<file path="src/rtl/odometer_pkg.sv">
// odometer_pkg: state encoding and ring-select codes shared by the odometer sequencer
package odometer_pkg;
   typedef enum logic [2:0] {S_IDLE, S_STRESS, S_GAP_IN, S_SETTLE, S_MEASURE, S_GAP_OUT} state_t;
   localparam logic [1:0] SEL_CFG_INV  = 2'd0;
   localparam logic [1:0] SEL_CFG_NAND = 2'd1;
   localparam logic [1:0] SEL_CFG_NOR  = 2'd2;
   localparam logic [1:0] SEL_CFG_RSVD = 2'd3;
   // one-hot {nor, nand, inv}; the reserved code selects no ring
   function automatic logic [2:0] sel_decode(input logic [1:0] cfg);
      return {cfg == SEL_CFG_NOR, cfg == SEL_CFG_NAND, cfg == SEL_CFG_INV};
   endfunction
endpackage

</file>
<file path="src/rtl/odometer_sat_cnt.sv">
// odometer_sat_cnt: saturating edge counter with synchronous clear; exposes its next value
module odometer_sat_cnt #(
   parameter int CNT_W = 16
) (
   input  logic             i_clk,
   input  logic             i_rst,
   input  logic             i_clr,
   input  logic             i_inc,
   output logic [CNT_W-1:0] o_cnt_nxt
);
   logic [CNT_W-1:0] r_cnt;
   assign o_cnt_nxt = i_clr ? '0 : (i_inc && r_cnt != '1) ? r_cnt + 1'b1 : r_cnt;
   always_ff @(posedge i_clk) r_cnt <= i_rst ? '0 : o_cnt_nxt;
endmodule

</file>
<file path="src/rtl/odometer_meas_seq.sv">
// odometer_meas_seq: stress/measure sequencer for the stressed and reference ring-oscillator pair
module odometer_meas_seq
   import odometer_pkg::*;
#(
   parameter int CNT_W       = 16,
   parameter int WINDOW      = 1024,
   parameter int SETTLE_CYC  = 16,
   parameter int GAP_CYC     = 4,
   parameter int TIMEOUT_CYC = 65535
) (
   input  logic             i_clk,
   input  logic             i_reset,
   input  logic             i_stress_en,
   input  logic             i_meas_trig,
   input  logic [1:0]       i_sel_cfg,
   input  logic             i_ac_dc_cfg,
   input  logic             i_stress_edge,
   input  logic             i_ref_edge,
   output logic             o_sel_inv,
   output logic             o_sel_nand,
   output logic             o_sel_nor,
   output logic             o_start,
   output logic             o_ac_dc,
   output logic             o_meas_stress,
   output logic             o_en_rosc,
   output logic             o_en_power_rosc_stress,
   output logic [CNT_W-1:0] o_stress_cnt,
   output logic [CNT_W-1:0] o_ref_cnt,
   output logic             o_done,
   output logic             o_busy,
   output logic             o_timeout
);
   localparam int T_SG = SETTLE_CYC > GAP_CYC ? SETTLE_CYC : GAP_CYC;
   localparam int TMAX = TIMEOUT_CYC > T_SG ? TIMEOUT_CYC : T_SG;
   localparam int TW   = $clog2(TMAX + 1);
   state_t r_state, w_state_n;
   logic [TW-1:0] r_tmr, w_tmr_ld;
   logic [CNT_W-1:0] r_stress_cnt, r_ref_cnt, w_stress_nxt, w_ref_nxt;
   logic [2:0] r_sel;
   logic r_trig_q, r_pwr_prev, r_done, r_timeout, r_ac_dc;
   logic w_rest, w_accept, w_tmr_zero, w_meas, w_hit, w_abort;
   assign w_rest     = r_state == S_IDLE || r_state == S_STRESS;
   assign w_accept   = w_rest && i_meas_trig && !r_trig_q && i_sel_cfg != SEL_CFG_RSVD;
   assign w_tmr_zero = r_tmr == '0;
   assign w_meas     = r_state == S_MEASURE;
   assign w_hit      = w_meas && i_ref_edge && w_ref_nxt == CNT_W'(WINDOW);
   assign w_abort    = w_meas && w_tmr_zero && !w_hit;
   // one timer serves every timed state; reload on each state change
   assign w_tmr_ld = w_state_n == S_SETTLE  ? TW'(SETTLE_CYC - 1) :
                     w_state_n == S_MEASURE ? TW'(TIMEOUT_CYC - 1) : TW'(GAP_CYC - 1);
   odometer_sat_cnt #(.CNT_W(CNT_W)) u_stress_cnt (
      .i_clk     (i_clk),
      .i_rst     (i_reset),
      .i_clr     (r_state == S_SETTLE),
      .i_inc     (w_meas && i_stress_edge),
      .o_cnt_nxt (w_stress_nxt)
   );
   odometer_sat_cnt #(.CNT_W(CNT_W)) u_ref_cnt (
      .i_clk     (i_clk),
      .i_rst     (i_reset),
      .i_clr     (r_state == S_SETTLE),
      .i_inc     (w_meas && i_ref_edge),
      .o_cnt_nxt (w_ref_nxt)
   );
   always_ff @(posedge i_clk) r_state <= i_reset ? S_IDLE : w_state_n;
   always_comb begin
      w_state_n = r_state;
      case (r_state)
         S_IDLE, S_STRESS: w_state_n = w_accept ? S_GAP_IN : i_stress_en ? S_STRESS : S_IDLE;
         S_GAP_IN:         w_state_n = w_tmr_zero ? S_SETTLE : S_GAP_IN;
         S_SETTLE:         w_state_n = w_tmr_zero ? S_MEASURE : S_SETTLE;
         S_MEASURE:        w_state_n = (w_hit || w_tmr_zero) ? S_GAP_OUT : S_MEASURE;
         S_GAP_OUT:        w_state_n = !w_tmr_zero ? S_GAP_OUT : i_stress_en ? S_STRESS : S_IDLE;
         default:          w_state_n = S_IDLE;
      endcase
   end
   always_comb begin
      o_start                = r_state inside {S_STRESS, S_SETTLE, S_MEASURE};
      o_meas_stress          = r_state inside {S_SETTLE, S_MEASURE};
      o_en_rosc              = r_state inside {S_SETTLE, S_MEASURE};
      o_en_power_rosc_stress = r_state inside {S_STRESS, S_SETTLE, S_MEASURE, S_GAP_OUT} ||
                               (r_state == S_GAP_IN && r_pwr_prev);
      o_busy                 = !w_rest;
   end
   always_ff @(posedge i_clk) begin
      if (i_reset) begin
         r_tmr        <= '0;
         r_trig_q     <= 1'b0;
         r_pwr_prev   <= 1'b0;
         r_sel        <= '0;
         r_ac_dc      <= 1'b0;
         r_stress_cnt <= '0;
         r_ref_cnt    <= '0;
         r_done       <= 1'b0;
         r_timeout    <= 1'b0;
      end else begin
         r_tmr    <= w_state_n != r_state ? w_tmr_ld : w_tmr_zero ? r_tmr : r_tmr - 1'b1;
         r_trig_q <= i_meas_trig;
         if (w_rest && w_state_n != r_state) begin
            r_sel      <= sel_decode(i_sel_cfg);
            r_ac_dc    <= i_ac_dc_cfg;
            r_pwr_prev <= r_state == S_STRESS;
         end
         if (w_hit) begin
            r_stress_cnt <= w_stress_nxt;
            r_ref_cnt    <= w_ref_nxt;
         end
         r_done    <= w_hit;
         r_timeout <= w_abort || (r_timeout && !w_accept);
      end
   end
   assign {o_sel_nor, o_sel_nand, o_sel_inv} = r_sel;
   assign o_ac_dc      = r_ac_dc;
   assign o_stress_cnt = r_stress_cnt;
   assign o_ref_cnt    = r_ref_cnt;
   assign o_done       = r_done;
   assign o_timeout    = r_timeout;
endmodule

</file>
<file path="config.mk">
export PLATFORM = sky130hd
export DESIGN_NAME = odometer_meas_seq
export DESIGN_NICKNAME = d
export VERILOG_FILES = /design/src/rtl/odometer_pkg.sv /design/src/rtl/odometer_sat_cnt.sv /design/src/rtl/odometer_meas_seq.sv
export SDC_FILE = /design/constraint.sdc
export NUM_CORES = 1
export LEC_CHECK = 0
export BUFFER_PORTS_ARGS = -buffer_cell sky130_fd_sc_hd__buf_2
export CORE_MARGIN = 5
export CORE_UTILIZATION = 40
export DETAILED_ROUTE_END_ITERATION = 7
export PLACE_DENSITY_LB_ADDON = 0.15
export SYNTH_ARGS = -nofsm -noshare
export SYNTH_HDL_FRONTEND = slang
export SYNTH_SLANG_ARGS = --single-unit
</file>
<file path="constraint.sdc">
create_clock -name i_clk -period 6.7 [get_ports i_clk]
set_input_delay 0.335 -clock i_clk [delete_from_list [all_inputs] [get_ports i_clk]]
set_output_delay 0.335 -clock i_clk [all_outputs]
set_load 0.01 [all_outputs]
</file>
==> run summary, run 1 <==
## Run status
• outcome: complete, no violations

## Clock network
• clock edge transition at the registers on the reported setup and hold paths: 100 ps
• CTS buffer count: 9
• Bufs on Longest Clock Path: 2
• clock sink total: 91
• clock tree root driver cell: sky130_fd_sc_hd__clkbuf_8
• H-tree lvl count: 3
• total setup buffers inserted after CTS: 0
• later-pin clock latency in the skew report: 360 ps
• clock tree from TritonCTS: done
• post-cts sizing count: 0
• count of hold-fix buffers inserted at cts: 0

## Power and ir drop
• total power of the final layout: 1400 uW
• Leakage: 0.00181 uW
• worst vdd rail ir drop: 0.000161 V
• power density over the cells: 299 mW/mm^2

## Critical path
• data arrival time at the worst-slack endpoint: 4140 ps
• Crit Path Class: reg2reg
• depth of the most critical reg-to-reg path: 8
• crit path launch type: flop
• highest net fanout along the worst path: 33
• Worst Path Required: 6980 ps
• startpoint of the worst-slack reg-to-reg timing path: r_state[1]
• worst reg2reg endpoint: o_stress_cnt[15]
• launching instance or port of the critical path: r_state[1]
• Worst setup EP type: flop
• register-to-register path setup slack: 2840 ps

## Place
• buffers added on ports: 51
• Placed Instances: 651
• detailed placement HPWL: 6430 microns
• standard cell area after detailed placement: 0.00447 sq mm
• worst setup timing slack at the placement stage: 2830 ps
• GP Congestion: 0.811

## Route
• TritonRoute pass-1 iters: 4
• routed len/inst: 13.7 microns
• via density per instance: 5.02
• number of nets still failing antenna checks after routing: 0
• number of DRC violations after detailed routing: 0
• DR iter-0 viols: 147
• total via count in the routed design: 3350
• WL final: 9110 microns

## Die
• overall die area: 0.0124 sq mm
• Starting Density: 40.5%
• Std-Cell Core Area: 0.0102 sq mm
• row cnt: 37
• die outline width: 112 microns
• IO Count: 52
• die outline height: 112 microns

## Global route
• initial antenna violation count: 0
• Remaining Overflow, GRT: 0
• via count of the first global-routing pass: 3237
• largest net degree at the start of global routing: 48
• first-pass GRT wire length: 15700 microns
• gr usage total: 15.0%

## Synth
• Post-Syn Instances: 485
• Post-synth EDFFs: 0
• FFs w/ async S/R, synth: 0%
• most used flip-flop cell after synthesis: sky130_fd_sc_hd__dfxtp_1
• mean post-synth cell area: 8.51 sq um
• sequential-to-total area share from yosys stat: 44.1%
• register bit total from synthesis: 91
• area of the mapped netlist: 0.00413 sq mm
• count of unique library cells instantiated by Yosys: 53
• Syn. warnings: 0
• post-synthesis net count: 497

## Run
• count of maximum capacitance violations: 0

## Timing
• crit path setup slack, layout: 2840 ps
• share of the cycle needed by the critical path after routing: 57.6%
• Pins Over Slew Limit: 0
• setup repair after global routing missed its margin: false
• min cycle time layout: 3860 ps
• Final Hold Vio Count: 0
• slew at the pin with the worst max-slew slack: 1010 ps
• largest clock skew in the final design: 12.2 ps
• Total Neg Setup Slack: 0 ps
• highest achievable clock rate: 259 MHz
• max_slew headroom: 32.8%
• final count of negative-setup-slack endpoints: 0

## Cells and area
• fraction of layout cells with a size suffix above 1: 14.9%
• final instance area: 0.00468 sq mm
• number of standard cells in the layout, taps in and fillers out: 667
• area grow syn2layout: 13.5%
• number of diodes: 0
• Final #Nets: 538
• commonest cells after routing, fill and taps aside: sky130_fd_sc_hd__dfxtp_1, sky130_fd_sc_hd__nor2_1, sky130_fd_sc_hd__buf_2
• most frequent standard cell in the layout excluding fill and tap cells: sky130_fd_sc_hd__dfxtp_1

## Min path
• terminating pin of the worst hold path: r_trig_q
• worst hold stages: 3
• HP Class: in2reg
• startpoint of the worst hold path: i_meas_trig

[registers in the layout, summed over array words and instances, names as in the netlist]
register and count:
r_trig_q 1, r_pwr_prev 1, u_ref_cnt.r_cnt 16, u_stress_cnt.r_cnt 16, o_timeout 1, r_state 3, r_sel 3, r_tmr 16
o_ac_dc 1, o_stress_cnt 16, o_ref_cnt 16, o_done 1
[synth_stat cells, types with 4 or more instances]
cell type	number	area, sq um
sky130_fd_sc_hd__o21ai_0	9	45.0
sky130_fd_sc_hd__inv_1	11	41.3
sky130_fd_sc_hd__and4_1	4	35.0
sky130_fd_sc_hd__nor3_1	26	130
sky130_fd_sc_hd__nor4_1	8	50.1
sky130_fd_sc_hd__clkbuf_1	16	60.1
sky130_fd_sc_hd__nand2_1	44	165
sky130_fd_sc_hd__or3_1	16	100
sky130_fd_sc_hd__o31ai_1	4	30.0
sky130_fd_sc_hd__a21oi_1	35	175
sky130_fd_sc_hd__xor2_1	19	166
sky130_fd_sc_hd__dfxtp_1	91	1820
sky130_fd_sc_hd__and2_1	20	125
sky130_fd_sc_hd__nand4_1	8	50.1
sky130_fd_sc_hd__mux2i_1	6	60.1
sky130_fd_sc_hd__nand3_1	24	120
sky130_fd_sc_hd__nand2b_1	4	25.0
sky130_fd_sc_hd__nor2_1	63	236
sky130_fd_sc_hd__nor2b_1	7	43.8
sky130_fd_sc_hd__buf_2	4	20.0
sky130_fd_sc_hd__xnor2_1	21	184
[metal layers]
metal / up-vias / track usage, % / wire, microns
met4: 0 / 4.06 / 81
met1: 1525 / 19.9 / 4410
met3: 8 / 3.26 / 311
met2: 47 / 24.8 / 4300
li1: 1770 / - / -
met5: - / 0 / 0
[per-stage QoR]
stage / util (%) / hold slack (ps)
2_1_floorplan: - / 444
3_3_place_gp: 43.9 / 436
3_5_place_dp: 43.9 / 439
4_1_cts: 46.0 / 204
5_1_grt: 46.0 / 213
6_report: 46.0 / 219
[cells by family after synthesis]
| logic type | synth area share [%] |
|---|---|
| DFF | 44.1 |
| and+or+nand+nor | 30.7 |
| AOI/OAI and AO/OA | 10.9 |
| adders and majority gates | 1.15 |
| buffers and inverters | 3.21 |
| muxes | 1.46 |
| xor gates and xnor gates | 8.49 |
[area by class of cell]
type                       count  area [sq um]
clock inverter                 6          78.8
inverter                      11          41.3
fill                        1034          5500
tap                          136           170
timing repair buffer          52           263
sequential                    91          1820
clock buffer                  10           138
multi-input combinational    361          2170
[power breakdown]
group / internal [uW] / leakage [uW] / switching [uW] / total, uW
combinational: 163 / 0.000963 / 217 / 380
sequential: 580 / 0.000736 / 37.9 / 618
clock: 191 / 0.000111 / 211 / 402
total: 935 / 0.00181 / 465 / 1400
[worst max path at each step]
stage	end	cells past startpoint
final	o_stress_cnt[15]	8
after floorplan	r_pwr_prev	14
after global routing	o_stress_cnt[2]	8
after global placement	o_stress_cnt[14]	8
after CTS	o_stress_cnt[15]	8
after detailed placement	o_stress_cnt[15]	8
[critical path, cell delays in order (launching register included)]
cell and delay, ps:
sky130_fd_sc_hd__dfxtp_1 480, sky130_fd_sc_hd__nor2b_1 300, sky130_fd_sc_hd__and2_1 800, sky130_fd_sc_hd__a41o_1 170, sky130_fd_sc_hd__a311oi_1 60, sky130_fd_sc_hd__or4_4 560, sky130_fd_sc_hd__or3_1 740, sky130_fd_sc_hd__or3_1 510
sky130_fd_sc_hd__a21oi_1 160
No activity file was read; power rests on OpenSTA's default activity.
==> run 2, diff against run 1 <==
==> constraint.sdc (replaced) <==
create_clock -name i_clk -period 3.4 [get_ports i_clk]
set_input_delay 0.17 -clock i_clk [delete_from_list [all_inputs] [get_ports i_clk]]
set_output_delay 0.17 -clock i_clk [all_outputs]
set_load 0.01 [all_outputs]
==> run summary, run 2 (synthesized netlist as in run 1, its figures left out) <==
## Power and ir drop
• internal cell power: 1840 uW
• total power of the final layout: 2810 uW
• Combinational Power Share: 30.5%
• power density over the cells: 577 mW/mm^2
• clock share of power: 26.4%
• net switching fraction of the power: 34.8%
• Net Switching: 979 uW
• portion of total power attributed to sequential cells: 43.1%
• worst vdd rail ir drop: 0.000301 V
• Leakage: 0.00194 uW

## Route
• via density per instance: 5.12
• WL final: 9500 microns
• number of nets still failing antenna checks after routing: 0
• TritonRoute pass-1 iters: 4
• total via count in the routed design: 3521
• DR iter-0 viols: 143
• routed len/inst: 13.8 microns
• number of DRC violations after detailed routing: 0

## Global route
• initial antenna violation count: 0
• first-pass GRT wire length: 16300 microns
• via count of the first global-routing pass: 3458
• largest net degree at the start of global routing: 47
• gr usage total: 15.8%
• Remaining Overflow, GRT: 0

## Cells and area
• area grow syn2layout: 18.2%
• fin util: 47.9%
• final instance area: 0.00488 sq mm
• fraction of layout cells with a size suffix above 1: 18.8%
• number of standard cells in the layout, taps in and fillers out: 688
• most frequent standard cell in the layout excluding fill and tap cells: sky130_fd_sc_hd__dfxtp_1
• Final #Nets: 559
• number of diodes: 0
• commonest cells after routing, fill and taps aside: sky130_fd_sc_hd__dfxtp_1, sky130_fd_sc_hd__nor2_1, sky130_fd_sc_hd__buf_2
• number of filler cells placed in the layout: 1030

## Die
• die outline width: 112 microns
• row cnt: 37
• Std-Cell Core Area: 0.0102 sq mm
• overall die area: 0.0124 sq mm
• die outline height: 112 microns
• IO Count: 52
• Starting Density: 40.5%

## Timing
• slew at the pin with the worst max-slew slack: 811 ps
• max_slew headroom: 45.5%
• Final Hold Vio Count: 0
• share of the cycle needed by the critical path after routing: 95.6%
• largest clock skew in the final design: 13.7 ps
• setup repair after global routing missed its margin: true
• min cycle time layout: 3250 ps
• highest achievable clock rate: 308 MHz
• final count of negative-setup-slack endpoints: 0
• Pins Over Slew Limit: 0
• tightest hold margin: 41.3 ps

## Clock network
• count of hold-fix buffers inserted at cts: 0
• CTS buffer count: 9
• clock edge transition at the registers on the reported setup and hold paths: 110 ps
• later-pin clock latency in the skew report: 370 ps
• clock sink total: 91
• clock tree root driver cell: sky130_fd_sc_hd__clkbuf_8
• Bufs on Longest Clock Path: 2
• clock tree from TritonCTS: done
• H-tree lvl count: 3

## Critical path
• Worst path slowest cell: sky130_fd_sc_hd__o31a_1
• highest net fanout along the worst path: 8
• Crit Path Class: reg2reg
• Worst Path Required: 3680 ps
• cells traversed along the worst timing path: ha_1, and2_2, nand3_1, o31a_1, nor4_2, a41oi_1, o31a_1, o41ai_4, buf_4, nand2_1, o31ai_1
• register-to-register path setup slack: 150 ps
• crit path launch type: flop
• launching instance or port of the critical path: u_ref_cnt.r_cnt[1]
• depth of the most critical reg-to-reg path: 11
• Worst setup EP type: flop
• data arrival time at the worst-slack endpoint: 3530 ps
• most frequent CP cell: sky130_fd_sc_hd__o31a_1
• delay of the slowest cell on the worst path: 410 ps
• startpoint of the worst-slack reg-to-reg timing path: u_ref_cnt.r_cnt[1]
• worst reg2reg endpoint: r_tmr[2]

## Place
• Placed Instances: 670
• standard cell area after detailed placement: 0.00462 sq mm
• detailed placement HPWL: 6760 microns
• buffers added on ports: 51
• GP Congestion: 0.848

## Min path
• worst hold stages: 3
• terminating pin of the worst hold path: r_trig_q
• startpoint of the worst hold path: i_meas_trig
• HP Class: in2reg

## Run
• count of maximum capacitance violations: 0

## Run status
• outcome: complete, no violations

run 2: changes by cell type in the layout (fill, tap and decap cells not counted), moves of 2 or more:
| cell | previous run | this run |
|---|---|---|
| sky130_fd_sc_hd__buf_4 | 1 | 21 |
| sky130_fd_sc_hd__inv_6 | 2 | 0 |
| sky130_fd_sc_hd__inv_8 | 2 | 4 |
| sky130_fd_sc_hd__nor4_1 | 8 | 6 |
run 2: what timing repair did:
action / 4_1_cts / 5_1_grt
endpoints found under the hold margin: 0 / 0
pin swaps: 0 / 2
buffers inserted: 0 / 2
gates cloned: 0 / 0
resized for setup: 1 / 6
endpoints found under the setup margin: 10 / 34
run 2: how the worst max path moves through the flow:
stage                       to  slack, ps
floorplan           r_pwr_prev        270
global placement     r_tmr[12]        100
detailed placement    r_tmr[8]         10
CTS                   r_tmr[2]         50
global route          r_tmr[3]        -40
finish                r_tmr[2]        150
run 2: critical path: cells and delay by family (launching register included):
kind | cells | cell delay (ps)
DFF | 1 | 380
AOI/OAI and AO/OA | 5 | 1490
buffers and inverters | 1 | 210
and+or+nand+nor | 4 | 810
adders and majority gates | 1 | 260
run 2: stage by stage:
step	TNS, ps	setup slack (ps)
6_report	0	151
5_1_grt	-46.5	-37.6
2_1_floorplan	0	275
3_5_place_dp	0	13.4
3_3_place_gp	0	105
4_1_cts	0	47.8
run 2: cell type report:
type / count / area, sq um / share of cell area, %
clock buffer: 9 / 124 / 2.54
multi-input combinational: 361 / 2210 / 45.3
sequential: 91 / 1820 / 37.4
tap: 136 / 170 / 3.49
clock inverter: 7 / 78.8 / 1.62
inverter: 11 / 41.3 / 0.847
timing repair buffer: 73 / 433 / 8.88
run 2: power by group through the flow:
stage | Sequential, uW | Combinational, uW | Clock (uW)
6_report | 1210 | 859 | 742
5_1_grt | 1230 | 965 | 820
4_1_cts | 1210 | 854 | 773
3_5_place_dp | 1240 | 844 | 0
3_3_place_gp | 1230 | 846 | 0
2_1_floorplan | 1250 | 738 | 0
run 2: metal layers:
metal	vias up	track usage (%)	wire length (microns)
li1	1808	-	-
met3	12	3.42	382
met4	0	5.84	170
met1	1630	19.9	4420
met2	71	26.5	4530
met5	-	0	0
